$ cat config.mk
export PLATFORM = sky130hd
export DESIGN_NAME = uart_rx_os
export DESIGN_NICKNAME = d
export VERILOG_FILES = /design/src/rtl/uart_pkg.sv /design/src/rtl/uart_rx_fifo.sv /design/src/rtl/uart_rx_os.sv
export SDC_FILE = /design/constraint.sdc
export NUM_CORES = 1
export LEC_CHECK = 0
export ABC_AREA = 0
export ABC_CLOCK_PERIOD_IN_PS = 4000
export CAP_MARGIN = 0
export CORE_ASPECT_RATIO = 1.5
export CORE_MARGIN = 2
export CORE_UTILIZATION = 60
export CTS_CLUSTER_SIZE = 40
export DETAILED_ROUTE_END_ITERATION = 16
export GPL_TIMING_DRIVEN = 1
export PLACE_DENSITY = 0.9
export SLEW_MARGIN = 40
export SYNTH_ARGS = -nofsm -noshare
export SYNTH_HDL_FRONTEND = slang
export SYNTH_SLANG_ARGS = --single-unit
$ cat constraint.sdc
create_clock -name i_clk -period 4 [get_ports i_clk]
set_clock_uncertainty 0.15 [all_clocks]
set_input_delay 0.4 -clock i_clk [delete_from_list [all_inputs] [get_ports i_clk]]
set_output_delay 0.4 -clock i_clk [all_outputs]
set_load 0.005 [all_outputs]
$ cat src/rtl/uart_pkg.sv
// Shared UART definitions: receiver FSM states, baud divider helper, frame-bit constants.
package uart_pkg;

   localparam int unsigned DATA_BITS  = 8;
   localparam logic        START_BIT  = 1'b0;
   localparam logic        STOP_BIT   = 1'b1;
   localparam logic        IDLE_LEVEL = 1'b1;

   typedef enum logic [2:0] {
      StIdle,
      StStart,
      StData,
      StParity,
      StStop,
      StBreak
   } rx_state_e;

   // Clocks per oversample tick, never below 1.
   function automatic int unsigned calc_div(input int unsigned clk_hz,
                                            input int unsigned baud,
                                            input int unsigned os);
      int unsigned d;
      d = clk_hz / (baud * os);
      return (d == 0) ? 1 : d;
   endfunction

endpackage

$ cat src/rtl/uart_rx_fifo.sv
// Small receive FIFO with registered head output; push and pop may coincide even when full.
module uart_rx_fifo #(
   parameter int unsigned DEPTH = 4,
   parameter int unsigned WIDTH = 8
) (
   input  logic             i_clk,
   input  logic             i_rst,
   input  logic             i_push,
   input  logic [WIDTH-1:0] i_din,
   input  logic             i_pop,
   output logic [WIDTH-1:0] o_dout,
   output logic             o_valid,
   output logic             o_full
);

   localparam int unsigned AW = (DEPTH > 1) ? $clog2(DEPTH) : 1;
   localparam int unsigned CW = AW + 1;

   logic [WIDTH-1:0] r_mem [DEPTH];
   logic [AW-1:0]    r_wr;
   logic [AW-1:0]    r_rd;
   logic [CW-1:0]    r_count;
   logic [WIDTH-1:0] r_dout;
   logic             r_valid;

   logic             w_do_pop;
   logic             w_do_push;
   logic [CW-1:0]    w_count_n;
   logic [AW-1:0]    w_rd_n;
   logic [WIDTH-1:0] w_head_n;

   assign o_full  = (r_count == CW'(DEPTH));
   assign o_dout  = r_dout;
   assign o_valid = r_valid;

   always_comb begin
      w_do_pop  = i_pop & (r_count != '0);
      w_do_push = i_push & (~o_full | w_do_pop);
      w_count_n = r_count + CW'(w_do_push) - CW'(w_do_pop);
      w_rd_n    = r_rd + AW'(w_do_pop);
      w_head_n  = r_dout;
      // The incoming byte becomes head directly when it lands in the slot being exposed.
      if (w_count_n != '0) begin
         if (w_do_push && (r_wr == w_rd_n)) w_head_n = i_din;
         else                                w_head_n = r_mem[w_rd_n];
      end
   end

   always_ff @(posedge i_clk) begin
      if (i_rst) begin
         for (int i = 0; i < int'(DEPTH); i++) r_mem[i] <= '0;
         r_wr    <= '0;
         r_rd    <= '0;
         r_count <= '0;
         r_dout  <= '0;
         r_valid <= 1'b0;
      end else begin
         if (w_do_push) begin
            r_mem[r_wr] <= i_din;
            r_wr        <= r_wr + AW'(1);
         end
         r_rd    <= w_rd_n;
         r_count <= w_count_n;
         r_dout  <= w_head_n;
         r_valid <= (w_count_n != '0);
      end
   end

endmodule

$ cat src/rtl/uart_rx_os.sv
// Oversampling UART receiver (8N1, or 8E1 when UART_RX_PARITY_EN is defined) with output FIFO.
module uart_rx_os
   import uart_pkg::*;
#(
   parameter int unsigned CLK_HZ     = 50000000,
   parameter int unsigned BAUD       = 115200,
   parameter int unsigned OS         = 16,
   parameter int unsigned FIFO_DEPTH = 4
) (
   input  logic       i_clk,
   input  logic       i_rst,
   input  logic       i_rx,
   input  logic       i_rd,
   output logic [7:0] o_data_out,
   output logic       o_valid,
   output logic       o_frame_err,
   output logic       o_overrun,
   output logic       o_parity_err
);

   localparam int unsigned DIV = calc_div(CLK_HZ, BAUD, OS);
   localparam int unsigned TW  = (DIV > 1) ? $clog2(DIV) : 1;
   localparam int unsigned OW  = $clog2(OS);
   localparam logic [OW-1:0] OS_HALF = OW'(OS / 2 - 1);
   localparam logic [OW-1:0] OS_LAST = OW'(OS - 1);

   logic [1:0]    r_sync;
   logic [TW-1:0] r_tick_cnt;
   rx_state_e     r_state;
   logic [OW-1:0] r_os_cnt;
   logic [2:0]    r_bit_cnt;
   logic [7:0]    r_shift;
   logic          r_push;
   logic          r_frame_err;
   logic          r_overrun;
   logic          w_rx_s;
   logic          w_tick;
   logic          w_full;
   logic          w_pop;
   logic          w_par_bad;

   assign w_rx_s = r_sync[1];
   assign w_tick = (r_tick_cnt == TW'(DIV - 1));
   assign w_pop  = i_rd & o_valid;

   always_ff @(posedge i_clk) begin
      if (i_rst) begin
         r_sync     <= {2{IDLE_LEVEL}};
         r_tick_cnt <= '0;
      end else begin
         r_sync     <= {r_sync[0], i_rx};
         r_tick_cnt <= w_tick ? '0 : r_tick_cnt + 1'b1;
      end
   end

`ifdef UART_RX_PARITY_EN
   logic r_parity_err;
   logic r_par_bad;
   assign w_par_bad    = r_par_bad;
   assign o_parity_err = r_parity_err;
`else
   assign w_par_bad    = 1'b0;
   assign o_parity_err = 1'b0;
`endif

   always_ff @(posedge i_clk) begin
      if (i_rst) begin
         r_state     <= StIdle;
         r_os_cnt    <= '0;
         r_bit_cnt   <= '0;
         r_shift     <= '0;
         r_push      <= 1'b0;
         r_frame_err <= 1'b0;
`ifdef UART_RX_PARITY_EN
         r_parity_err <= 1'b0;
         r_par_bad    <= 1'b0;
`endif
      end else begin
         r_push      <= 1'b0;
         r_frame_err <= 1'b0;
`ifdef UART_RX_PARITY_EN
         r_parity_err <= 1'b0;
`endif
         if (w_tick) begin
            unique case (r_state)
               StIdle: begin
                  if (w_rx_s == START_BIT) begin
                     r_state  <= StStart;
                     r_os_cnt <= '0;
                  end
               end
               StStart: begin
                  if (r_os_cnt == OS_HALF) begin
                     r_os_cnt  <= '0;
                     r_bit_cnt <= '0;
                     r_state   <= (w_rx_s == START_BIT) ? StData : StIdle;
                  end else begin
                     r_os_cnt <= r_os_cnt + 1'b1;
                  end
               end
               StData: begin
                  if (r_os_cnt == OS_LAST) begin
                     r_os_cnt  <= '0;
                     r_shift   <= {w_rx_s, r_shift[7:1]};
                     r_bit_cnt <= r_bit_cnt + 3'd1;
`ifdef UART_RX_PARITY_EN
                     if (r_bit_cnt == 3'(DATA_BITS - 1)) r_state <= StParity;
`else
                     if (r_bit_cnt == 3'(DATA_BITS - 1)) r_state <= StStop;
`endif
                  end else begin
                     r_os_cnt <= r_os_cnt + 1'b1;
                  end
               end
`ifdef UART_RX_PARITY_EN
               StParity: begin
                  if (r_os_cnt == OS_LAST) begin
                     r_os_cnt     <= '0;
                     r_par_bad    <= ^{r_shift, w_rx_s};
                     r_parity_err <= ^{r_shift, w_rx_s};
                     r_state      <= StStop;
                  end else begin
                     r_os_cnt <= r_os_cnt + 1'b1;
                  end
               end
`endif
               StStop: begin
                  if (r_os_cnt == OS_LAST) begin
                     r_os_cnt <= '0;
                     // A parity failure already reported this frame; stay silent here.
                     if (w_rx_s == STOP_BIT) begin
                        r_state <= StIdle;
                        r_push  <= ~w_par_bad;
                     end else begin
                        r_state     <= StBreak;
                        r_frame_err <= ~w_par_bad;
                     end
                  end else begin
                     r_os_cnt <= r_os_cnt + 1'b1;
                  end
               end
               StBreak: begin
                  if (w_rx_s == IDLE_LEVEL) r_state <= StIdle;
               end
               default: r_state <= StIdle;
            endcase
         end
      end
   end

   always_ff @(posedge i_clk) begin
      if (i_rst) r_overrun <= 1'b0;
      else       r_overrun <= r_push & w_full & ~w_pop;
   end

   assign o_frame_err = r_frame_err;
   assign o_overrun   = r_overrun;

   uart_rx_fifo #(
      .DEPTH (FIFO_DEPTH),
      .WIDTH (8)
   ) u_fifo (
      .i_clk   (i_clk),
      .i_rst   (i_rst),
      .i_push  (r_push),
      .i_din   (r_shift),
      .i_pop   (w_pop),
      .o_dout  (o_data_out),
      .o_valid (o_valid),
      .o_full  (w_full)
   );

endmodule

# After elaboration in Yosys (flattened, before gate mapping)
# Memories as Yosys holds them, arrays and structs flattened. A register that Yosys moved wholly into a read port is not among the register bits.
# Cells that the tools add are included.
[word_totals]
word_cells = 86
output_inout_bits = 12
in_bits = 4
mem_bits_rw = 32
n_memories = 1
register_bits = 36
[memory_table]
columns = ["memory", "words", "width", "rd", "rd_clocked_by_memory_dff", "write_ports", "line_no", "source"]
rows = [
  ["u_fifo.r_mem", 4, 8, 1, 1, 4, "uart_rx_fifo.sv:19", "logic [WIDTH-1:0] r_mem [DEPTH];"],
]
[classes]
mux = 26
bitwise = 11
eq_ne = 15
addsub = 7
n_reduce_logical = 13
[ops]
columns = ["cell", "count"]
rows = [
  ["$mux W3", 9],
  ["$pmux W3 S5", 1],
  ["$eq A3 B3 Y1 const B", 4],
  ["$mux W4", 3],
  ["$ne A2 B2 Y1 const B", 6],
  ["$pmux W4 S3", 1],
  ["$reduce_bool A3 Y1", 3],
  ["$mux W1", 8],
  ["$mux W8", 1],
  ["$reduce_or A8 Y1", 1],
  ["$reduce_and A7 Y1", 1],
  ["$pmux W3 S2", 1],
  ["$reduce_and A3 Y1", 2],
  ["$add A5 B1 Y5 const B", 1],
  ["$and A1 B1 Y1", 5],
  ["$eq A5 B5 Y1 const B", 1],
  ["$not A1 Y1", 5],
  ["$add A4 B1 Y4 const B", 1],
  ["$eq A4 B3 Y1 const B", 1],
  ["$eq A4 B4 Y1 const B", 1],
  ["$mux W2", 2],
  ["$reduce_and A4 Y1", 1],
  ["$reduce_or A2 Y1", 2],
  ["$reduce_or A4 Y1", 1],
  ["other kinds (10)", 10],
]

# Longest topological paths before layout
[depth]
word_depth = 9
ltp_mapped = 9
ltp_nobuf = 8

# Cells and area by module
# From an unflattened synthesis, not the netlist that was laid out.
[hier_totals]
hier_cells = 323
hier_area_um2 = 3587.2
[modules_own_cells]
columns = ["module", "seq_area_each_um2", "cells_per_inst", "n_inst", "area_per_inst_um2"]
rows = [
  ["uart_rx_fifo", 1281.2, 183, 1, 2259.7],
  ["uart_rx_os", 560.5, 140, 1, 1327.5],
]

# Worst setup path before layout
# OpenSTA, ideal clock, no wires.
[synth_path]
path_kind = "reg2reg"
startpoint = "reg u_fifo.r_count[2]"
endpoint = "reg u_fifo.r_dout[0] (netlist: u_fifo.o_dout[0]), read port of u_fifo.r_mem"
path_stages_with_launch = 10
arrival_ps = 2410
n_path_buf = 1
required_ps = 3780
setup_ps = 70
synth_period_minus_slack_ps = 2631
path_slack_ps = 1369
cell_sequence = "dfxtp_1 > o311a_1 > ha_1 > nand2b_1 > fa_1 > xor2_1 > xnor2_1 > and4_1 > clkbuf_1 > o2bb2ai_1"
[synth_between]
elab_chain_len = 7
elab_cells_between_ends = 10
classes_between = "3 x add/sub; 1 x eq/ne; 4 x bitwise; 2 x reduce/logical"
[synth_lines]
columns = ["item", "line_no", "source"]
rows = [
  ["start: declaration", "uart_rx_fifo.sv:22", "logic [CW-1:0] r_count;"],
  ["start signal: assignment", "uart_rx_fifo.sv:63", "r_count <= w_count_n;"],
  ["$reduce_bool A3 Y1 / $eq A3 B3 Y1 (equally long branches)", "uart_rx_fifo.sv:37, uart_rx_fifo.sv:32", ""],
  ["$and A1 B1 Y1 / $not A1 Y1 (equally long branches)", "uart_rx_fifo.sv:37, uart_rx_fifo.sv:38", ""],
  ["$or A1 B1 Y1", "uart_rx_fifo.sv:38", "w_do_push = i_push & (~o_full | w_do_pop);"],
  ["$and A1 B1 Y1", "uart_rx_fifo.sv:38", ""],
  ["$add A3 B1 Y3", "uart_rx_fifo.sv:39", "w_count_n = r_count + CW'(w_do_push) - CW'(w_do_pop);"],
  ["$sub A3 B1 Y3", "uart_rx_fifo.sv:39", ""],
  ["$reduce_bool A3 Y1", "uart_rx_fifo.sv:43", "if (w_count_n != '0) begin"],
  ["end: declaration", "uart_rx_fifo.sv:23", "logic [WIDTH-1:0] r_dout;"],
]
# Several ways; a longest one is shown, not always the timed one.
# A chain may end at the register's enable or synchronous reset.

# Worst setup path after layout
[layout_path]
startpoint = "reg u_fifo.r_count[2]"
endpoint = "reg u_fifo.r_dout[6] (netlist: u_fifo.o_dout[6]), read port of u_fifo.r_mem"
[layout_between]
elab_cells_between_ends = 10
classes_between = "3 x add/sub; 1 x eq/ne; 4 x bitwise; 2 x reduce/logical"
[layout_lines]
columns = ["item", "line_no", "source"]
rows = [
  ["$reduce_bool A3 Y1", "uart_rx_fifo.sv:37", "w_do_pop = i_pop & (r_count != '0);"],
  ["$and A1 B1 Y1", "uart_rx_fifo.sv:37", ""],
  ["$add A2 B1 Y2", "uart_rx_fifo.sv:40", "w_rd_n = r_rd + AW'(w_do_pop);"],
  ["net u_fifo.w_rd_n[0]", "uart_rx_fifo.sv:29", "logic [AW-1:0] w_rd_n;"],
]
# The timed path passes the listed nets, and every way through them passes these cells.

==> flow_summary.yaml <==
status:
  outcome: "completed"
placement:
  dpl.hpwl_um: 4660
  place.gp.congestion: 0.813
  port_buffers: 14
clocking:
  clockRootBuffer: "clkbuf_8"
  number_of_cells_upsized_or_downsized_after_cts: 0
  tritoncts: "built"
  cts_hold_repair.buffers: 0
  cts_inserted_buffers: 9
  cts.path.max_buffers: 2
  ctsHtreeMaxLevel: 3
  cts_setup_buffers: 0
  clk-insertion-delay-late_ns: 0.36
  clk_slew_on_worst_s_h_paths_ns: 0.08
  clock_sink_count: 76
sta:
  max_freq_mhz: 345
  final_hold_viol_count: 0
  final.period_utilization_pct: 72.4
  pins_over_slew_limit: 0
  timing.slew.headroom_pct: 48.3
  unrepaired_setup_endpoints_after_global_routing: "false"
  min_period_ns: 2.90
  setup_viol_count_final: 0
  timing.setup.tns_ns: 0
  worst-slew-pin-transition_ns: 0.773
detailed_routing:
  detail_route.wirelength_um: 6470
  met1_routed_wirelength_after_detailed_routing_um: 2460
  route.vias.total: 2296
  drt-wirelength-per-cell_um: 16.5
  drtPass1Iterations: 7
  drt_drc_violations_left: 0
  met2WireLength_um: 3630
  dr.first_iter.drc_count: 166
  antenna_violating_nets_post_route: 0
  topRoutingLayerUsed: "met4"
  wl_met3_um: 194
  vias_per_cell: 5.84
logic_synthesis:
  synth_xor_xnor_area_share_pct: 2.76
  synth.avg_cell_area_um2: 11.4
  synth-warning-count: 0
  synth_cells: 306
  synthAdderAreaFrac_pct: 3.09
  synth-seq-area-share_pct: 52.8
  largest_family_of_logic_cells_by_synthesized_area: "simple AND/OR/NAND/NOR gates"
  synth.net_count: 318
  yosys_most_used_dff: "dfxtp_1"
  synthesis.area_um2: 3490
  synth_mux_area_share_pct: 9.01
  synth_seq_cells: 76
  count_of_different_cell_masters_after_synthesis: 56
  synth-simple-area-share_pct: 19.4
  synth-edff-count: 32
  share_of_the_synthesized_area_in_compound_gates_ao_oa_aoi_oai_pct: 9.44
  asyncSetResetFlopFracSynth_pct: 0
global_routing:
  overall_global_routing_resource_usage_pct: 21.9
  grt_start_max_net_pins: 31
  first_global_vias: 2329
  grt_first_pass_wirelength_um: 10500
  grt_residual_overflow: 0
  antenna_found_initial: 0
critical_path:
  critPathRequiredTime_ns: 4.14
  worst-setup-path-type: "reg2reg"
  critPathMaxFanout: 13
  crit_path_start_kind: "register"
  endpoint_kind: "register"
  critPathArrivalTime_ns: 3.04
cells_and_area:
  fin_util_pct: 67.9
  n_antenna_cell: 0
  num-nets-final: 328
  area_delta_synth_final_pct: 11.1
  layout-drive-gt1-share_pct: 12.5
run:
  max_cap_viol_count: 0
min_path:
  min-delay-path-class: "reg2reg"
pwr:
  p_per_area_nw_per_um2: 387
  p_leak_nw: 1.50
  maximum_vdd_ir_drop_mv: 0.240
die:
  design.portCount: 16
  die-area_um2: 6450
  fp-row-count: 34
  die_w_um: 66.2
  initial_utilization_pct: 61.2
  placeableCoreArea_um2: 5700
  chipHeight_um: 97.4
-- cell families after synthesis --
family / count (synthesis)
buf+inv: 27
mux: 21
fa+ha+maj: 8
compound gates: 44
other cells: 1
simple gates: 118
xor+xnor: 11
flops: 76
-- stage by stage --
stage | setup slack, ns | area, um^2 | cells | hold WS, ns | total power [mW]
detailed placement | 0.888 | 3660 | 377 | 0.249 | 0.883
CTS | 1.11 | 3870 | 393 | 0.267 | 1.51
floorplan | 1.37 | 3490 | 306 | 0.239 | 0.871
global placement | 1.00 | 3660 | 377 | 0.246 | 0.880
finish | 1.10 | 3870 | 393 | 0.263 | 1.50
global route | 0.900 | 3870 | 393 | 0.288 | 1.54
-- worst max-delay path: stages, from the launching register on --
cell	delay (ns)
dfxtp_1	0.38
o311a_1	0.38
ha_1	0.68
nor4b_1	0.11
mux2_2	0.30
o21ai_1	0.46
a22oi_1	0.19
o2bb2ai_1	0.18
-- Yosys cell counts (all sizes together), types with 3 or more instances --
cell,n,area (um^2)
a21oi,8,43.8
a22oi,8,60.1
and2,32,200
and3,6,37.5
buf,6,38.8
clkbuf,12,45.0
dfxtp,44,881
edfxtp,32,961
ha,7,87.6
inv,9,33.8
mux2,3,33.8
mux2i,10,100
mux4,8,180
nand2,7,26.3
nand2b,5,31.3
nand3,7,35.0
nand4,5,31.3
nor2,27,104
nor2b,11,68.8
o21ai,4,20.0
o2bb2ai,8,70.1
or2,6,40.0
xnor2,5,43.8
xor2,6,52.6
-- metal layers --
metal / up-vias / track usage (%)
met5: - / 0
met2: 50 / 37.6
met3: 17 / 4.87
li1: 1117 / -
met1: 1112 / 23.1
met4: 0 / 14.6
-- final timing paths --
path / startpoint / depth (start not counted) / slack (ns) / to
worst max-delay path: u_fifo.r_count[2] / 7 / 1.10 / u_fifo.o_dout[6]
worst min register to register: r_sync[0] / 1 / 0.26 / r_sync[1]
worst min-delay path: r_sync[0] / 1 / 0.26 / r_sync[1]
worst max register to register: u_fifo.r_count[2] / 7 / 1.10 / u_fifo.o_dout[6]
-- cell usage in the layout (no fill, tap or decap), drive strengths merged, types with 8 or more instances in the layout --
cell type      instances
dfxtp                 44
and2                  32
edfxtp                32
nor2                  27
clkdlybuf4s50         14
nor2b                 11
mux2i                 10
clkbuf                10
inv                    9
mux4                   8
a22oi                  8
o2bb2ai                8
a21oi                  8
-- flip-flops by register name (all words and copies together), names as in the netlist --
register	cells
r_state	3
r_push	1
u_fifo.o_valid	1
u_fifo.r_mem	32
u_fifo.o_dout	8
r_shift	8
r_bit_cnt	3
r_os_cnt	4
u_fifo.r_wr	2
o_overrun	1
o_frame_err	1
u_fifo.r_rd	2
r_tick_cnt	5
r_sync	2
u_fifo.r_count	3
-- where the power goes --
part	internal (mW)	leakage [nW]	total [mW]	switching (mW)
Combinational	0.0165	0.707	0.0388	0.0223
Clock	0.351	0.104	0.633	0.282
Sequential	0.819	0.686	0.826	0.00611
-- layout make-up --
| class | count | area [um^2] |
|---|---|---|
| fillers | 417 | 1830 |
| flip-flops and latches | 76 | 1840 |
| clock buffers | 10 | 128 |
| multi-input cells | 203 | 1530 |
| well taps | 72 | 90.1 |
| clock inverters | 6 | 88.8 |
| repair buffers | 17 | 163 |
| inverters | 9 | 33.8 |
Note: power is estimated with default switching activity, not from simulation.
